File: config.mk
export PLATFORM = sky130hd
export DESIGN_NAME = ace_snapshot_loader_flat
export DESIGN_NICKNAME = d
export VERILOG_FILES = /design/src/rtl/ace_snapshot_loader_if.sv /design/src/rtl/ace_snapshot_loader.sv /design/src/flat_wrapper.sv
export SDC_FILE = /design/constraint.sdc
export NUM_CORES = 1
export LEC_CHECK = 0
export CAP_MARGIN = 10
export CORE_MARGIN = 10
export CORE_UTILIZATION = 58
export CTS_BUF_LIST = sky130_fd_sc_hd__clkbuf_8
export DETAILED_ROUTE_END_ITERATION = 16
export PLACE_DENSITY = 0.81
export SYNTH_ARGS = -nofsm -noshare
export SYNTH_HDL_FRONTEND = slang
export SYNTH_SLANG_ARGS = --single-unit
File: constraint.sdc
create_clock -name clk -period 3.3 [get_ports clk]
set_clock_uncertainty 0.1 [all_clocks]
set_input_delay 0.66 -clock clk [delete_from_list [all_inputs] [get_ports clk]]
set_output_delay 0.66 -clock clk [all_outputs]
set_load 0.05 [all_outputs]
File: src/rtl/ace_snapshot_loader_if.sv
// Host byte-stream handshake plus the loader write port of the Jupiter Ace memory map.
interface ace_snapshot_loader_if;
  logic [7:0]  s_data;
  logic        s_valid;
  logic        s_ready;
  logic        loader_en;
  logic [15:0] loader_addr;
  logic [7:0]  loader_data;
  logic        loader_wr;

  modport master (
    output s_data, s_valid,
    input  s_ready, loader_en, loader_addr, loader_data, loader_wr
  );

  modport slave (
    input  s_data, s_valid,
    output s_ready, loader_en, loader_addr, loader_data, loader_wr
  );
endinterface

File: src/rtl/ace_snapshot_loader.sv
// Expands an RLE-compressed .ace snapshot stream into one loader write per byte from BASE_ADDR up,
// holding the machine in loader mode until the end marker (ESC 00) or an address overflow.
module ace_snapshot_loader #(
  parameter logic [15:0] BASE_ADDR  = 16'h2000,
  parameter logic [15:0] LIMIT_ADDR = 16'hFFFF,
  parameter logic [7:0]  ESC        = 8'hED
) (
  input  logic                        clk,
  input  logic                        reset,
  input  logic                        start,
  ace_snapshot_loader_if.slave        bus,
  output logic                        busy,
  output logic                        done,
  output logic                        error
);

  typedef enum logic [2:0] {
    ST_IDLE    = 3'd0,
    ST_FETCH   = 3'd1,
    ST_ESC_CNT = 3'd2,
    ST_ESC_VAL = 3'd3,
    ST_RUN     = 3'd4,
    ST_DONE    = 3'd5,
    ST_ERR     = 3'd6
  } state_t;

  state_t      state_r, state_s;
  logic [16:0] addr_r, addr_s;
  logic [7:0]  run_cnt_r, run_cnt_s;
  logic [7:0]  run_val_r, run_val_s;
  logic        en_r, en_s;
  logic        wr_r, wr_s;
  logic [15:0] waddr_r, waddr_s;
  logic [7:0]  wdata_r, wdata_s;
  logic        ready_r, ready_s;
  logic        busy_r, busy_s;
  logic        done_r, done_s;
  logic        error_r, error_s;
  logic        accept_s;
  logic        overflow_s;

  assign accept_s   = bus.s_valid & ready_r;
  // 17-bit compare also catches the wrap past 16'hFFFF
  assign overflow_s = (addr_r > {1'b0, LIMIT_ADDR});

  assign bus.s_ready     = ready_r;
  assign bus.loader_en   = en_r;
  assign bus.loader_addr = waddr_r;
  assign bus.loader_data = wdata_r;
  assign bus.loader_wr   = wr_r;
  assign busy            = busy_r;
  assign done            = done_r;
  assign error           = error_r;

  // Next-state, counters and registered-output values.
  always_comb begin
    state_s   = state_r;
    addr_s    = addr_r;
    run_cnt_s = run_cnt_r;
    run_val_s = run_val_r;
    en_s      = en_r;
    wr_s      = 1'b0;
    waddr_s   = waddr_r;
    wdata_s   = wdata_r;
    busy_s    = busy_r;
    done_s    = done_r;
    error_s   = error_r;
    ready_s   = 1'b0;

    case (state_r)
      ST_IDLE, ST_DONE, ST_ERR: begin
        if (start) begin
          state_s   = ST_FETCH;
          addr_s    = {1'b0, BASE_ADDR};
          run_cnt_s = 8'd0;
          done_s    = 1'b0;
          error_s   = 1'b0;
          en_s      = 1'b1;
          busy_s    = 1'b1;
        end else begin
          // DONE keeps loader_en for exactly the one cycle after the end marker
          en_s = 1'b0;
        end
      end
      ST_FETCH: begin
        if (accept_s) begin
          if (bus.s_data == ESC) begin
            state_s = ST_ESC_CNT;
          end else if (overflow_s) begin
            state_s = ST_ERR;
            en_s    = 1'b0;
            busy_s  = 1'b0;
            error_s = 1'b1;
          end else begin
            wr_s    = 1'b1;
            waddr_s = addr_r[15:0];
            wdata_s = bus.s_data;
            addr_s  = addr_r + 17'd1;
          end
        end else begin
          state_s = ST_FETCH;
        end
      end
      ST_ESC_CNT: begin
        if (accept_s) begin
          if (bus.s_data == 8'd0) begin
            state_s = ST_DONE;
            busy_s  = 1'b0;
            done_s  = 1'b1;
          end else begin
            run_cnt_s = bus.s_data;
            state_s   = ST_ESC_VAL;
          end
        end else begin
          state_s = ST_ESC_CNT;
        end
      end
      ST_ESC_VAL: begin
        if (accept_s) begin
          run_val_s = bus.s_data;
          state_s   = ST_RUN;
        end else begin
          state_s = ST_ESC_VAL;
        end
      end
      ST_RUN: begin
        if (overflow_s) begin
          state_s = ST_ERR;
          en_s    = 1'b0;
          busy_s  = 1'b0;
          error_s = 1'b1;
        end else begin
          wr_s      = 1'b1;
          waddr_s   = addr_r[15:0];
          wdata_s   = run_val_r;
          addr_s    = addr_r + 17'd1;
          run_cnt_s = run_cnt_r - 8'd1;
          if (run_cnt_r == 8'd1) begin
            state_s = ST_FETCH;
          end else begin
            state_s = ST_RUN;
          end
        end
      end
      default: begin
        state_s = ST_IDLE;
        en_s    = 1'b0;
        busy_s  = 1'b0;
      end
    endcase

    if (((state_s == ST_FETCH) || (state_s == ST_ESC_CNT) || (state_s == ST_ESC_VAL)) && !wr_s) begin
      ready_s = 1'b1;
    end else begin
      ready_s = 1'b0;
    end
  end

  // State and output registers with synchronous reset.
  always_ff @(posedge clk) begin
    if (reset) begin
      state_r   <= ST_IDLE;
      addr_r    <= {1'b0, BASE_ADDR};
      run_cnt_r <= 8'd0;
      run_val_r <= 8'd0;
      en_r      <= 1'b0;
      wr_r      <= 1'b0;
      waddr_r   <= 16'd0;
      wdata_r   <= 8'd0;
      ready_r   <= 1'b0;
      busy_r    <= 1'b0;
      done_r    <= 1'b0;
      error_r   <= 1'b0;
    end else begin
      state_r   <= state_s;
      addr_r    <= addr_s;
      run_cnt_r <= run_cnt_s;
      run_val_r <= run_val_s;
      en_r      <= en_s;
      wr_r      <= wr_s;
      waddr_r   <= waddr_s;
      wdata_r   <= wdata_s;
      ready_r   <= ready_s;
      busy_r    <= busy_s;
      done_r    <= done_s;
      error_r   <= error_s;
    end
  end

endmodule

File: src/flat_wrapper.sv
// flat-port wrapper written by rule: the top's interface ports become plain ports
module ace_snapshot_loader_flat 
#(
  parameter logic [15:0] BASE_ADDR  = 16'h2000,
  parameter logic [15:0] LIMIT_ADDR = 16'hFFFF,
  parameter logic [7:0]  ESC        = 8'hED
)
  (clk, reset, start, busy, done, error, bus_s_data, bus_s_valid, bus_s_ready, bus_loader_en, bus_loader_addr, bus_loader_data, bus_loader_wr);
  ace_snapshot_loader_if bus_i ();
  input  logic clk;
  input  logic reset;
  input  logic start;
  output logic busy;
  output logic done;
  output logic error;
  input wire logic [$bits(bus_i.s_data)-1:0] bus_s_data;
  input wire logic [$bits(bus_i.s_valid)-1:0] bus_s_valid;
  output wire logic [$bits(bus_i.s_ready)-1:0] bus_s_ready;
  output wire logic [$bits(bus_i.loader_en)-1:0] bus_loader_en;
  output wire logic [$bits(bus_i.loader_addr)-1:0] bus_loader_addr;
  output wire logic [$bits(bus_i.loader_data)-1:0] bus_loader_data;
  output wire logic [$bits(bus_i.loader_wr)-1:0] bus_loader_wr;
  assign bus_i.s_data = bus_s_data;
  assign bus_i.s_valid = bus_s_valid;
  assign bus_s_ready = bus_i.s_ready;
  assign bus_loader_en = bus_i.loader_en;
  assign bus_loader_addr = bus_i.loader_addr;
  assign bus_loader_data = bus_i.loader_data;
  assign bus_loader_wr = bus_i.loader_wr;
  ace_snapshot_loader #(.BASE_ADDR(BASE_ADDR), .LIMIT_ADDR(LIMIT_ADDR), .ESC(ESC)) u_core (.clk(clk), .reset(reset), .start(start), .bus(bus_i), .busy(busy), .done(done), .error(error));
endmodule
==> results.json <==
{
  "status": "complete, no violations",
  "r2r-start": "u_core.addr_r[0]",
  "synth_nets": 434,
  "wirelength_um": 8750,
  "grt_pass1_wl_um": 14600,
  "power_uw": 1660,
  "synth-async-reset-ratio_pct": 0,
  "yosysTopAreaCellShare_pct": 38.4,
  "fin_ws_ps": 164,
  "synth_edf_count": 0,
  "ios": 42,
  "synthDistinctLibCells": 59,
  "p_leak_uw": 0.00140,
  "power_density_nw_per_um2": 408,
  "rows": 27,
  "yosys_warnings": 0,
  "post-cts-setup-buffers": 0,
  "layout.nets": 469,
  "start_kind": "register",
  "dieArea_um2": 9410,
  "ys_top_cells_by_area": "dfxtp_1, nand2_1, mux2i_1, a21oi_1, nor2_1",
  "maxSlewViolCount": 0,
  "synth_seq_cells": 66,
  "drt_iter0_drc": 198,
  "ff2ff_setup_slack_ps": 160,
  "slew_headroom_pct": 27.2,
  "clk_path_buf_depth": 2,
  "drv_cap": 0,
  "area_growth_pct": 18.3,
  "ant_nets": 0,
  "dp_slack_ps": 238,
  "initial_core_util_pct": 61.0,
  "drive_above_1_share_pct": 9.39,
  "cp_slowest_cell": "a2111oi_1",
  "period_needed_ps": 3140,
  "path_class": "reg2reg",
  "synth_top_area_cell": "dfxtp_1",
  "drt_first_pass_iters": 5,
  "cpMostUsedCell": "ha_1",
  "core_area_um2": 5640,
  "netlist_area_um2": 3440,
  "r2r_cells": 11,
  "min_path_type": "reg2reg",
  "via_per_inst": 6.28,
  "fp.dieH_um": 97.0,
  "rsz0062_at_grt": "true",
  "placement.io_buffers": 41,
  "vias": 3330,
  "timing.rr.end": "u_core.addr_r[9]",
  "synth_ff_type": "dfxtp_1",
  "seq_area_frac_synth_pct": 38.4,
  "grt_pass1_vias": 3054,
  "dp_hpwl_um": 6230,
  "min_period_over_period_pct": 95.0,
  "hold_viol_final": 0,
  "clock-root-buffer": "clkbuf_8",
  "hold_path.startpoint": "u_core.bus.loader_addr[10]",
  "grt_util_all_layers_pct": 18.0,
  "cts-htree-levels": 3,
  "cpPeakStageDelay_ps": 550,
  "hold_depth": 2,
  "hold_ws_ps": 354,
  "numCtsBuffers": 9,
  "clock.fmax_mhz": 319,
  "insertion_delay_ps": 350,
  "cp.arrival_ps": 3310,
  "fillers": 446,
  "grt_max_degree": 43,
  "finalSetupViolCount": 0,
  "die_w_um": 97.0,
  "crit_required_ps": 3470,
  "cts_tree": "built",
  "diodes": 0,
  "vdd_drop_max_uv": 276,
  "antenna_found_initial": 0,
  "cp-end-kind": "register",
  "path_max_fanout": 15,
  "route.detailed.drc": 0,
  "tightest_slew_ps": 1090,
  "overflow": 0,
  "gp_congestion": 0.898,
  "min_to": "u_core.bus.loader_addr[10]",
  "synth_cells": 418,
  "wl_per_cell_um": 16.5,
  "clkSinkCount": 66,
  "crit_path_cell_trace": "ha_1, nand4_1, nor3_1, nand3_1, nor2_1, ha_1, inv_1, nand2b_1, o21ai_2, a2111oi_1, mux2i_1",
  "clk_pin_slew_ps": 70,
  "syn_avg_cell_area_um2": 8.23
}
[cells in the mapped netlist, types with 3 or more instances]
library cell  count
a311oi_2          3
buf_6             3
clkbuf_1         16
nand3_1          15
o311ai_0          4
a22oi_1           3
or2_2             4
a211oi_1         12
buf_2             7
nor4_1            5
nor2b_1           3
nor2_1           35
o21a_1            4
dfxtp_1          66
a311oi_1         10
a21oi_1          29
o31ai_1           5
xnor2_1           5
or3_1            11
nand2b_1          4
nor3_1           10
nand4_1           7
nand2_1          72
ha_1              4
a2111oi_0         6
o21ai_0           9
mux2i_1          17
inv_1            14
[what timing repair did]
action | CTS | global route
hold buffers | 0 | 0
setup endpoints to repair | 0 | 3
hold endpoints to repair | 0 | 0
resized for setup | 0 | 3
[worst max path at each step]
| stage | start | end | slack [ps] |
|---|---|---|---|
| floorplan | u_core.addr_r[0] | u_core.addr_r[6] | 740 |
| global placement | u_core.addr_r[0] | u_core.addr_r[8] | 410 |
| detailed placement | u_core.addr_r[0] | u_core.addr_r[9] | 240 |
| CTS | u_core.addr_r[0] | u_core.addr_r[9] | 190 |
| global route | u_core.addr_r[0] | u_core.addr_r[8] | -80 |
| finish | u_core.addr_r[0] | u_core.addr_r[9] | 160 |
[kinds of logic (layout without fill, tap and decap cells)]
family	count (synthesis)	after routing	share of synthesized area [%]
AOI/OAI and AO/OA	107	107	23.5
xor gates and xnor gates	6	6	1.53
adders and majority gates	4	4	1.45
buffers and inverters	41	81	5.49
DFF	66	66	38.4
muxes	17	17	4.95
and+or+nand+nor	177	177	24.7
[final cells by class]
type,instances,area [µm²],area share (%)
Multi-Input combinational cell,311,1930,47.5
Sequential cell,66,1320,32.5
Timing Repair Buffer,51,493,12.1
Clock buffer,10,138,3.38
Tap cell,72,90.1,2.21
Inverter,14,52.6,1.29
Clock inverter,6,41.3,1.01
[cell usage in the layout, fill, tap and decap left out, drive strengths merged, types with 2 or more instances in the layout]
| master | synthesis | final |
|---|---|---|
| dfxtp | 66 | 66 |
| o311ai | 4 | 4 |
| mux2i | 17 | 17 |
| o211a | 2 | 2 |
| a311oi | 13 | 13 |
| buf | 11 | 11 |
| o31ai | 5 | 5 |
| xnor2 | 5 | 5 |
| nor3b | 2 | 2 |
| nand4 | 8 | 8 |
| and3 | 2 | 2 |
| o21ai | 11 | 11 |
| nand2 | 72 | 72 |
| inv | 14 | 15 |
| nor3 | 10 | 10 |
| clkdlybuf4s50 | 0 | 40 |
| a22oi | 3 | 3 |
| nand2b | 4 | 4 |
| o21a | 6 | 6 |
| clkbuf | 16 | 10 |
| nor2b | 3 | 3 |
| or3 | 11 | 11 |
| nand3 | 15 | 15 |
| a211oi | 12 | 12 |
| clkinv | 0 | 2 |
| a2111oi | 6 | 6 |
| or2 | 4 | 4 |
| a21oi | 29 | 29 |
| nor4 | 5 | 5 |
| ha | 4 | 4 |
| nor2 | 35 | 35 |
| a32oi | 2 | 2 |
| clkinvlp | 0 | 3 |
[worst max-delay path, delay by kind of cell, from the launching register on]
kind            cells  cell delay [ps]
buf+inv             1               80
mux                 1              250
simple gates        5              980
flops               1              410
fa+ha+maj           2              440
compound gates      2              780
[power by group]
part	switching [µW]	total, µW	internal [µW]
registers	17.2	829	812
logic	136	214	78.1
clock network	326	618	292
total	479	1660	1180
[sequential cells by signal, summed over array words and instances, names as in the netlist, 3 cells and up]
register / count
u_core.state_r: 3
u_core.bus.loader_addr: 16
u_core.addr_r: 17
u_core.bus.loader_data: 8
u_core.run_cnt_r: 8
u_core.run_val_r: 8
[layer usage]
metal,GRT usage [%],wire length (µm)
met1,22.3,3770
met2,28.0,4050
met3,5.61,725
met4,7.67,204
met5,0,0
[stage by stage]
stage / TNS [ps] / instances / util, % / area (µm²)
after CTS: 0 / 530 / 72.1 / 4070
after detailed placement: 0 / 514 / 68.9 / 3890
after global routing: -199 / 530 / 72.1 / 4070
after floorplan: 0 / 418 / - / 3440
final: 0 / 530 / 72.1 / 4070
after global placement: 0 / 514 / 68.9 / 3890
Note: power is estimated with default switching activity, not from simulation.
